===== src/rtl/ann_pkg.sv =====
// Shared types and widths for the ANN layer MAC scheduler.
package ann_pkg;

   localparam int A_W   = 19;
   localparam int B_W   = 24;
   localparam int P_W   = 40;
   localparam int ACC_W = 46;
   localparam int IDX_W = 8;

   typedef enum logic [1:0] {
      S_IDLE,
      S_FETCH,
      S_DRAIN,
      S_OUT
   } state_t;

   // Sign-extend a multiplier product to accumulator width.
   function automatic logic signed [ACC_W-1:0] sext_prod(input logic signed [P_W-1:0] p);
      return {{(ACC_W-P_W){p[P_W-1]}}, p};
   endfunction

endpackage


===== src/rtl/ann_layer_mac_scheduler_if.sv =====
// Result stream from the scheduler to the next-layer activation stage.
interface ann_layer_mac_scheduler_if;
   import ann_pkg::*;

   logic [ACC_W-1:0] y_data;
   logic [IDX_W-1:0] y_idx;
   logic             y_valid;
   logic             y_ready;

   modport master (output y_data, output y_idx, output y_valid, input y_ready);
   modport slave  (input y_data, input y_idx, input y_valid, output y_ready);

endinterface


===== src/rtl/ann_mac_acc.sv =====
// Accumulator behind the shared multiplier. Read-valid is the RAM enable
// delayed one cycle; the first product of a neuron loads the register
// instead of adding, so no clear is needed between neurons.
module ann_mac_acc
   import ann_pkg::*;
(
   input  logic                    ap_clk,
   input  logic                    ap_rst,
   input  logic                    rd_i,
   input  logic                    first_i,
   input  logic                    clr_i,
   input  logic signed [P_W-1:0]   mul_p_i,
   output logic signed [ACC_W-1:0] acc_o
);

   logic                    rd_vld_q;
   logic                    first_q;
   logic signed [ACC_W-1:0] acc_q;
   logic signed [ACC_W-1:0] acc_d;

   // Next accumulator value: clear on pass start, load or add when data is valid.
   always_comb begin
      acc_d = acc_q;
      if (clr_i) begin
         acc_d = '0;
      end else if (rd_vld_q) begin
         if (first_q) begin
            acc_d = sext_prod(mul_p_i);
         end else begin
            acc_d = acc_q + sext_prod(mul_p_i);
         end
      end
   end

   // Read-valid pipeline and accumulator register.
   always_ff @(posedge ap_clk) begin
      if (ap_rst) begin
         rd_vld_q <= 1'b0;
         first_q  <= 1'b0;
         acc_q    <= '0;
      end else begin
         rd_vld_q <= rd_i;
         first_q  <= rd_i & first_i;
         acc_q    <= acc_d;
      end
   end

   assign acc_o = acc_q;

endmodule


===== src/rtl/ann_layer_mac_scheduler.sv =====
// Fully-connected layer scheduler: walks inputs x neurons through one
// external multiplier and streams one accumulated sum per neuron.
//
// state   | meaning
// S_IDLE  | waiting for ap_start
// S_FETCH | issuing x/w RAM reads for input i of neuron o
// S_DRAIN | last product of the neuron lands in the accumulator
// S_OUT   | presenting y_data/y_idx until downstream accepts
module ann_layer_mac_scheduler
   import ann_pkg::*;
#(
   parameter int N_IN  = 50,
   parameter int N_OUT = 50,
   parameter int XA_W  = (N_IN > 1) ? $clog2(N_IN) : 1,
   parameter int WA_W  = (N_IN * N_OUT > 1) ? $clog2(N_IN * N_OUT) : 1
) (
   input  logic                  ap_clk,
   input  logic                  ap_rst,
   input  logic                  ap_start,
   output logic                  ap_idle,
   output logic                  ap_ready,
   output logic                  ap_done,
   output logic [XA_W-1:0]       x_addr,
   output logic                  x_ce,
   input  logic signed [A_W-1:0] x_q,
   output logic [WA_W-1:0]       w_addr,
   output logic                  w_ce,
   input  logic signed [B_W-1:0] w_q,
   output logic signed [A_W-1:0] mul_a,
   output logic signed [B_W-1:0] mul_b,
   input  logic signed [P_W-1:0] mul_p,
   ann_layer_mac_scheduler_if.master y_if
);

   localparam logic [XA_W-1:0]  I_LAST = XA_W'(N_IN - 1);
   localparam logic [IDX_W-1:0] O_LAST = IDX_W'(N_OUT - 1);

   state_t                  state_q, state_d;
   logic [XA_W-1:0]         i_q, i_d;
   logic [IDX_W-1:0]        o_q, o_d;
   logic [WA_W-1:0]         w_addr_q, w_addr_d;
   logic                    fetch;
   logic                    clr_acc;
   logic                    done;
   logic signed [ACC_W-1:0] acc;

   // State and counter registers.
   always_ff @(posedge ap_clk) begin
      if (ap_rst) begin
         state_q  <= S_IDLE;
         i_q      <= '0;
         o_q      <= '0;
         w_addr_q <= '0;
      end else begin
         state_q  <= state_d;
         i_q      <= i_d;
         o_q      <= o_d;
         w_addr_q <= w_addr_d;
      end
   end

   // Next-state and control decode; w_addr is a running count, not o*N_IN+i.
   always_comb begin
      state_d  = state_q;
      i_d      = i_q;
      o_d      = o_q;
      w_addr_d = w_addr_q;
      fetch    = 1'b0;
      clr_acc  = 1'b0;
      done     = 1'b0;
      case (state_q)
         S_IDLE: begin
            if (ap_start) begin
               state_d  = S_FETCH;
               i_d      = '0;
               o_d      = '0;
               w_addr_d = '0;
               clr_acc  = 1'b1;
            end
         end
         S_FETCH: begin
            fetch    = 1'b1;
            w_addr_d = w_addr_q + WA_W'(1);
            if (i_q == I_LAST) begin
               i_d     = '0;
               state_d = S_DRAIN;
            end else begin
               i_d = i_q + XA_W'(1);
            end
         end
         S_DRAIN: begin
            state_d = S_OUT;
         end
         S_OUT: begin
            if (y_if.y_ready) begin
               if (o_q == O_LAST) begin
                  done    = 1'b1;
                  state_d = S_IDLE;
               end else begin
                  o_d     = o_q + IDX_W'(1);
                  i_d     = '0;
                  state_d = S_FETCH;
               end
            end
         end
         default: begin
            state_d = S_IDLE;
         end
      endcase
   end

   ann_mac_acc u_mac_acc (
      .ap_clk  (ap_clk),
      .ap_rst  (ap_rst),
      .rd_i    (fetch),
      .first_i (i_q == '0),
      .clr_i   (clr_acc),
      .mul_p_i (mul_p),
      .acc_o   (acc)
   );

   assign ap_idle  = (state_q == S_IDLE);
   assign ap_done  = done;
   assign ap_ready = done;

   assign x_ce   = fetch;
   assign w_ce   = fetch;
   assign x_addr = i_q;
   assign w_addr = w_addr_q;

   // RAM outputs feed the multiplier directly; product lands in acc the same cycle.
   assign mul_a = x_q;
   assign mul_b = w_q;

   assign y_if.y_valid = (state_q == S_OUT);
   assign y_if.y_data  = acc;
   assign y_if.y_idx   = o_q;

endmodule

===== src/flat_wrapper.sv =====
// flat-port wrapper written by rule: the top's interface ports become plain ports
module ann_layer_mac_scheduler_flat import ann_pkg::*;
#(
   parameter int N_IN  = 50,
   parameter int N_OUT = 50,
   parameter int XA_W  = (N_IN > 1) ? $clog2(N_IN) : 1,
   parameter int WA_W  = (N_IN * N_OUT > 1) ? $clog2(N_IN * N_OUT) : 1
)
  (ap_clk, ap_rst, ap_start, ap_idle, ap_ready, ap_done, x_addr, x_ce, x_q, w_addr, w_ce, w_q, mul_a, mul_b, mul_p, y_if_y_data, y_if_y_idx, y_if_y_valid, y_if_y_ready);
  ann_layer_mac_scheduler_if y_if_i ();
  input  logic ap_clk;
  input  logic ap_rst;
  input  logic ap_start;
  output logic ap_idle;
  output logic ap_ready;
  output logic ap_done;
  output logic [XA_W-1:0] x_addr;
  output logic x_ce;
  input  logic signed [A_W-1:0] x_q;
  output logic [WA_W-1:0] w_addr;
  output logic w_ce;
  input  logic signed [B_W-1:0] w_q;
  output logic signed [A_W-1:0] mul_a;
  output logic signed [B_W-1:0] mul_b;
  input  logic signed [P_W-1:0] mul_p;
  output wire logic [$bits(y_if_i.y_data)-1:0] y_if_y_data;
  output wire logic [$bits(y_if_i.y_idx)-1:0] y_if_y_idx;
  output wire logic [$bits(y_if_i.y_valid)-1:0] y_if_y_valid;
  input wire logic [$bits(y_if_i.y_ready)-1:0] y_if_y_ready;
  assign y_if_y_data = y_if_i.y_data;
  assign y_if_y_idx = y_if_i.y_idx;
  assign y_if_y_valid = y_if_i.y_valid;
  assign y_if_i.y_ready = y_if_y_ready;
  ann_layer_mac_scheduler #(.N_IN(N_IN), .N_OUT(N_OUT), .XA_W(XA_W), .WA_W(WA_W)) u_core (.ap_clk(ap_clk), .ap_rst(ap_rst), .ap_start(ap_start), .ap_idle(ap_idle), .ap_ready(ap_ready), .ap_done(ap_done), .x_addr(x_addr), .x_ce(x_ce), .x_q(x_q), .w_addr(w_addr), .w_ce(w_ce), .w_q(w_q), .mul_a(mul_a), .mul_b(mul_b), .mul_p(mul_p), .y_if(y_if_i));
endmodule

===== config.mk =====
export PLATFORM = sky130hd
export DESIGN_NAME = ann_layer_mac_scheduler_flat
export DESIGN_NICKNAME = d
export VERILOG_FILES = /design/src/rtl/ann_pkg.sv /design/src/rtl/ann_layer_mac_scheduler_if.sv /design/src/rtl/ann_mac_acc.sv /design/src/rtl/ann_layer_mac_scheduler.sv /design/src/flat_wrapper.sv
export SDC_FILE = /design/constraint.sdc
export NUM_CORES = 1
export LEC_CHECK = 0
export BUFFER_PORTS_ARGS = -buffer_cell sky130_fd_sc_hd__buf_2
export CORE_ASPECT_RATIO = 0.75
export CORE_UTILIZATION = 48
export CTS_BUF_LIST = sky130_fd_sc_hd__clkbuf_4
export CTS_CLUSTER_DIAMETER = 120
export CTS_CLUSTER_SIZE = 30
export DETAILED_ROUTE_END_ITERATION = 10
export HOLD_SLACK_MARGIN = 0.03
export PLACE_DENSITY = 0.77
export SYNTH_ARGS = -nofsm -noshare
export SYNTH_HDL_FRONTEND = slang
export SYNTH_HIERARCHICAL = 1
export SYNTH_SLANG_ARGS = --single-unit

===== constraint.sdc =====
create_clock -name ap_clk -period 3.3 [get_ports ap_clk]
set_clock_uncertainty 0.2 [all_clocks]
set_input_delay 0.66 -clock ap_clk [delete_from_list [all_inputs] [get_ports ap_clk]]
set_output_delay 0.66 -clock ap_clk [all_outputs]
set_load 0.02 [all_outputs]

==> metrics.txt, run 1 <==
Pleak 3.56 nW; first-pass GRT wire length 27200 um; crit path kind reg -> reg; hold-fix buffers at CTS 0; worst-margin pin slew 651 ps; Final WS setup 192 ps; CTS Buf Count 9; Worst Reg-to-Reg Cells 11; maximum vdd drop 307 uV; Synthesized Nets 953; die area 13900 um2; GRT Residual Overflow 0; clock transition at the registers of the reported paths 130 ps; layout cells sized above 1 27.1%; ANT nets after route 0; clk_lat worst skew 460 ps; Crit. End Element flip-flop; fin crit period 3110 ps; Critical Path End u_core/u_mac_acc/acc_o[42]$_SDFFE_PP0P_; synthesis-to-layout area growth 17.6%; Post-synth ARST share 0%; area leader, netlist dfxtp_1; Synth cell types 77; Power, Total 4.11 mW; pre-CTS setup slack -217 ps; arrival time of the worst setup path 3290 ps; vias in the first global route 5535; Placeable Area 13000 um2; Pre-Repair DR Iteration Count 5; H-tree lvl count 3; reg2reg start u_core/u_mac_acc/acc_o[11]$_SDFFE_PP0P_; initial DRC count 378; die width 136 um; predominant post-synthesis flop cell dfxtp_1; Worst Path Required 3480 ps; clock sink total 76; Die Y 102 um; Max-cap violations 0; Slew HR 56.6%; crit path max fanout 5; Placed Area 7460 um2; TritonCTS clock tree yes; cell repeated most along the worst path a221o_1; Avg Cell Area, Syn 7.95 um2; Reg-to-Reg End u_core/u_mac_acc/acc_o[42]$_SDFFE_PP0P_; class of the worst hold path in -> reg; TNS Setup 0 ps; Detailed Place HPWL 12800 um; quantity of I/O buffers inserted on ports 121; final wirelength 16900 um; Final Max Tran Viols 0; final hold viol count 0; Clock Path Buffers 2; hold depth 3; largest net degree at the start of global routing 56; io pins 208; sequential fraction of the synthesis area 23.6%; Period Utilization, post-route 94.2%; initial antenna violation count 0; routed vias/inst 5.66; Setup violations, final 0; Post-synth EDFFs 0; ANT cells 0; Reg2Reg Setup Slack 190 ps; Synth Cell Area 6440 um2; row cnt 36; outcome completed; Design Area, Final 7570 um2; final core occ 58.2%; top cells by area, synth dfxtp_1 (24%), ha_1 (11%), a21oi_1 (6.1%); Ys Warns 6; number of synthesized register bits 76; Final GP Congestion 0.910; DRC 0; slowest stage delay, CP 400 ps; Yosys top cell area share 23.6%; NumNets Final 1083; startpoint class of the critical path flip-flop; commonest non-fill, non-tap cell in the layout buf_2; commonest non-fill, non-tap cells in the layout buf_2 (121), buf_4 (81), a21oi_1 (77); cells after synthesis 810; f_max 322 MHz; Total GRT Usage 24.6%; WL/cell 15.2 um; Root Buffer clkbuf_4; pwr/cell area 542 nW/um2; Critical Path Start u_core/u_mac_acc/acc_o[11]$_SDFFE_PP0P_; vias 6309; RSZ-0062 raised after global routing no; slowest cell on the critical path dfxtp_1; starting density of the core 49.5%; crit path cell chain ha_4 > and3_4 > a221o_1 > a221o_1 > a21oi_4 > o221ai_2 > a31oi_2 > o21ai_2 > a311oi_2 > xor2_1 > a211oi_1
## flip-flops by register name, indices dropped and copies added (netlist names)
register	cells
u_core/u_mac_acc/acc_o	46
u_core/y_if.y_idx	8
u_core/u_mac_acc/first_q	1
u_core/u_mac_acc/rd_vld_q	1
u_core/w_addr	12
u_core/state_q	2
u_core/x_addr	6
## critical path: cells and delay by family, from the launching register on
kind / cells / cell delay, ps
compound gates: 8 / 1920
flops: 1 / 400
xor+xnor: 1 / 100
simple gates: 1 / 190
fa+ha+maj: 1 / 230
## layout make-up
cell class / count / area, um2
Clock buffer: 12 / 90.1
Clock inverter: 3 / 15.0
Fill cell: 1207 / 5440
Inverter: 30 / 113
Multi-Input combinational cell: 621 / 4410
Sequential cell: 76 / 1520
Tap cell: 171 / 214
Timing Repair Buffer: 202 / 1210
## through the flow
step | hold slack (ps) | cells
after floorplan | 323 | 810
after detailed placement | 300 | 1099
after global routing | 266 | 1115
after global placement | 296 | 1099
final | 300 | 1115
after CTS | 262 | 1114
## how the worst min path moves through the flow
stage | from | endpoint
after CTS | mul_p[16] | u_core/u_mac_acc/acc_o[16]$_SDFFE_PP0P_
final | mul_p[17] | u_core/u_mac_acc/acc_o[17]$_SDFFE_PP0P_
after floorplan | u_core/state_q[0]$_SDFFE_PP0P_ | u_core/state_q[0]$_SDFFE_PP0P_
after global routing | mul_p[35] | u_core/u_mac_acc/acc_o[35]$_SDFFE_PP0P_
after global placement | u_core/u_mac_acc/acc_o[22]$_SDFFE_PP0P_ | u_core/u_mac_acc/acc_o[22]$_SDFFE_PP0P_
after detailed placement | u_core/u_mac_acc/acc_o[20]$_SDFFE_PP0P_ | u_core/u_mac_acc/acc_o[20]$_SDFFE_PP0P_
## synthesized netlist by cell type, types with 3 or more instances
library cell / n
a31oi_1: 14
o21ai_0: 58
a221o_1: 6
buf_4: 46
o221ai_1: 4
nand2b_1: 8
a21o_1: 39
o22ai_1: 3
a211o_2: 4
a211oi_1: 12
or3_1: 5
a41oi_1: 3
xnor2_1: 27
o31a_1: 4
inv_1: 30
nor2_1: 61
nand3b_1: 4
a21oi_1: 78
buf_2: 5
nor2b_1: 10
o21a_1: 5
nor3_1: 8
nand2_1: 44
xor2_1: 17
dfxtp_1: 76
and2_1: 7
nand4_1: 18
or2_2: 3
and3_1: 12
ha_1: 55
o21bai_1: 6
nand3_1: 22
o211ai_1: 18
mux2i_1: 12
nor4b_1: 3
nor3b_1: 5
clkbuf_1: 28
o32ai_1: 3
## cells by family after synthesis
family                   count (synthesis)  synth area share, %
AO/OA/AOI/OAI                          281                 28.6
AND/OR/NAND/NOR                        225                 18.7
buffers and inverters                  113                 9.60
flip-flops                              76                 23.6
adder cells (fa/ha/maj)                 56                 11.0
XOR/XNOR                                44                 5.99
multiplexers                            15                 2.45
## where the power goes
| part | switching [mW] | leakage, nW | internal [mW] |
|---|---|---|---|
| clock network | 0.345 | 0.0669 | 0.173 |
| registers | 0.167 | 0.617 | 1.05 |
| logic | 1.37 | 2.88 | 1.01 |
| total | 1.88 | 3.56 | 2.23 |
## metal layers
metal / GRT usage, % / wire (um) / vias up
met5: 0 / 0 / -
met3: 6.05 / 1030 / 33
met1: 35.3 / 8470 / 2892
li1: - / - / 3202
met2: 36.1 / 7190 / 182
met4: 6.66 / 231 / 0
## what timing repair did
| action | CTS | global route |
|---|---|---|
| setup buffers | 0 | 1 |
| resized for setup | 0 | 0 |
| setup endpoints to repair | 0 | 1 |
No activity file was read; power rests on OpenSTA's default activity.
==> run 2, diff against run 1 <==
RECOVER_POWER = 25   (was default)
==> metrics.txt, run 2 (same netlist as run 1, synthesis figures left out) <==
GRT Residual Overflow 0; Worst Reg-to-Reg Cells 11; Total GRT Usage 24.6%; vias 6312; TritonCTS clock tree yes; synthesis-to-layout area growth 17.5%; clock transition at the registers of the reported paths 130 ps; hold-fix buffers at CTS 0; TNS Setup 0 ps; initial antenna violation count 0; Placed Instances 1099; row cnt 36; layout cells sized above 1 26.8%; Period Utilization, post-route 94.2%; largest net degree at the start of global routing 56; quantity of I/O buffers inserted on ports 121; Slew HR 56.8%; maximum vdd drop 306 uV; Setup violations, final 0; ANT cells 0; H-tree lvl count 3; Critical Path End u_core/u_mac_acc/acc_o[42]$_SDFFE_PP0P_; io pins 208; ANT nets after route 0; Critical Path Start u_core/u_mac_acc/acc_o[11]$_SDFFE_PP0P_; Max-cap violations 0; M1 WL 8470 um; die area 13900 um2; startpoint class of the critical path flip-flop; fin crit period 3110 ps; CTS Buf Count 9; NumNets Final 1083; Pleak 3.55 nW; worst-margin pin slew 647 ps; Reg2Reg Setup Slack 190 ps; Pre-Repair DR Iteration Count 5; first-pass GRT wire length 27200 um; crit path kind reg -> reg; commonest non-fill, non-tap cells in the layout buf_2 (119), buf_4 (80), a21oi_1 (77); starting density of the core 49.5%; met2 routed WL 7220 um; Final WS setup 192 ps; Die Y 102 um; vias in the first global route 5535; post-route insts no fill 1115; class of the worst hold path in -> reg; clk_lat worst skew 460 ps; WL/cell 15.2 um; Clock Path Buffers 2; Worst Path Required 3480 ps; final hold viol count 0; pre-CTS setup slack -217 ps; Final Max Tran Viols 0; Final GP Congestion 0.910; reg2reg start u_core/u_mac_acc/acc_o[11]$_SDFFE_PP0P_; Placeable Area 13000 um2; final wirelength 16900 um; DRC 0; die width 136 um; Reg-to-Reg End u_core/u_mac_acc/acc_o[42]$_SDFFE_PP0P_; commonest non-fill, non-tap cell in the layout buf_2; Detailed Place HPWL 12800 um; routed vias/inst 5.66; postcts setup bufs 0; Max Used Layer met4; PostCTS Resize Cnt 0; flip-flop count of the largest register after layout 46; final core occ 58.1%; RSZ-0062 raised after global routing no; Crit. End Element flip-flop; Root Buffer clkbuf_4; pwr/cell area 542 nW/um2; f_max 322 MHz; initial DRC count 378; routed wl met3 1020 um; crit path max fanout 5; arrival time of the worst setup path 3290 ps; outcome completed; clock sink total 76
-- run 2: how the worst min path moves through the flow --
stage	endpoint	cells after the start	startpoint	slack (ps)
floorplan	u_core/state_q[0]$_SDFFE_PP0P_	2	u_core/state_q[0]$_SDFFE_PP0P_	320
global placement	u_core/u_mac_acc/acc_o[22]$_SDFFE_PP0P_	2	u_core/u_mac_acc/acc_o[22]$_SDFFE_PP0P_	300
detailed placement	u_core/u_mac_acc/acc_o[20]$_SDFFE_PP0P_	2	u_core/u_mac_acc/acc_o[20]$_SDFFE_PP0P_	300
CTS	u_core/u_mac_acc/acc_o[16]$_SDFFE_PP0P_	3	mul_p[16]	260
global route	u_core/u_mac_acc/acc_o[35]$_SDFFE_PP0P_	3	mul_p[35]	270
finish	u_core/u_mac_acc/acc_o[17]$_SDFFE_PP0P_	3	mul_p[17]	300
-- run 2: layer usage --
layer | vias up | GRT usage [%]
li1 | 3201 | -
met1 | 2905 | 35.3
met2 | 173 | 36.1
met3 | 33 | 6.05
met4 | 0 | 6.66
met5 | - | 0
-- run 2: final cells by class --
type / count / area, um2
clock buffer: 12 / 90.1
inverter: 30 / 113
clock inverter: 3 / 15.0
fill: 1211 / 5450
sequential: 76 / 1520
multi-input combinational: 621 / 4410
tap: 171 / 214
timing repair buffer: 202 / 1210
-- run 2: metrics by stage --
step | hold slack [ps] | power (mW) | cell area, um2
global route | 266 | 4.44 | 7570
CTS | 262 | 4.12 | 7570
floorplan | 323 | 2.95 | 6540
global placement | 296 | 3.54 | 7460
detailed placement | 300 | 3.58 | 7460
finish | 299 | 4.10 | 7570
-- run 2: where the power goes --
| part | switching (mW) | internal, mW | leakage [nW] | total (mW) |
|---|---|---|---|---|
| Clock | 0.344 | 0.173 | 0.0669 | 0.517 |
| Combinational | 1.37 | 1.00 | 2.87 | 2.37 |
| Sequential | 0.167 | 1.05 | 0.617 | 1.21 |
-- run 2: worst max-delay path: stages, from the launching register on --
cell and delay [ps]:
dfxtp_1 400, ha_4 230, and3_4 190, a221o_1 350, a221o_1 340, a21oi_4 190
o221ai_2 130, a31oi_2 240, o21ai_2 140, a311oi_2 310, xor2_1 100, a211oi_1 220
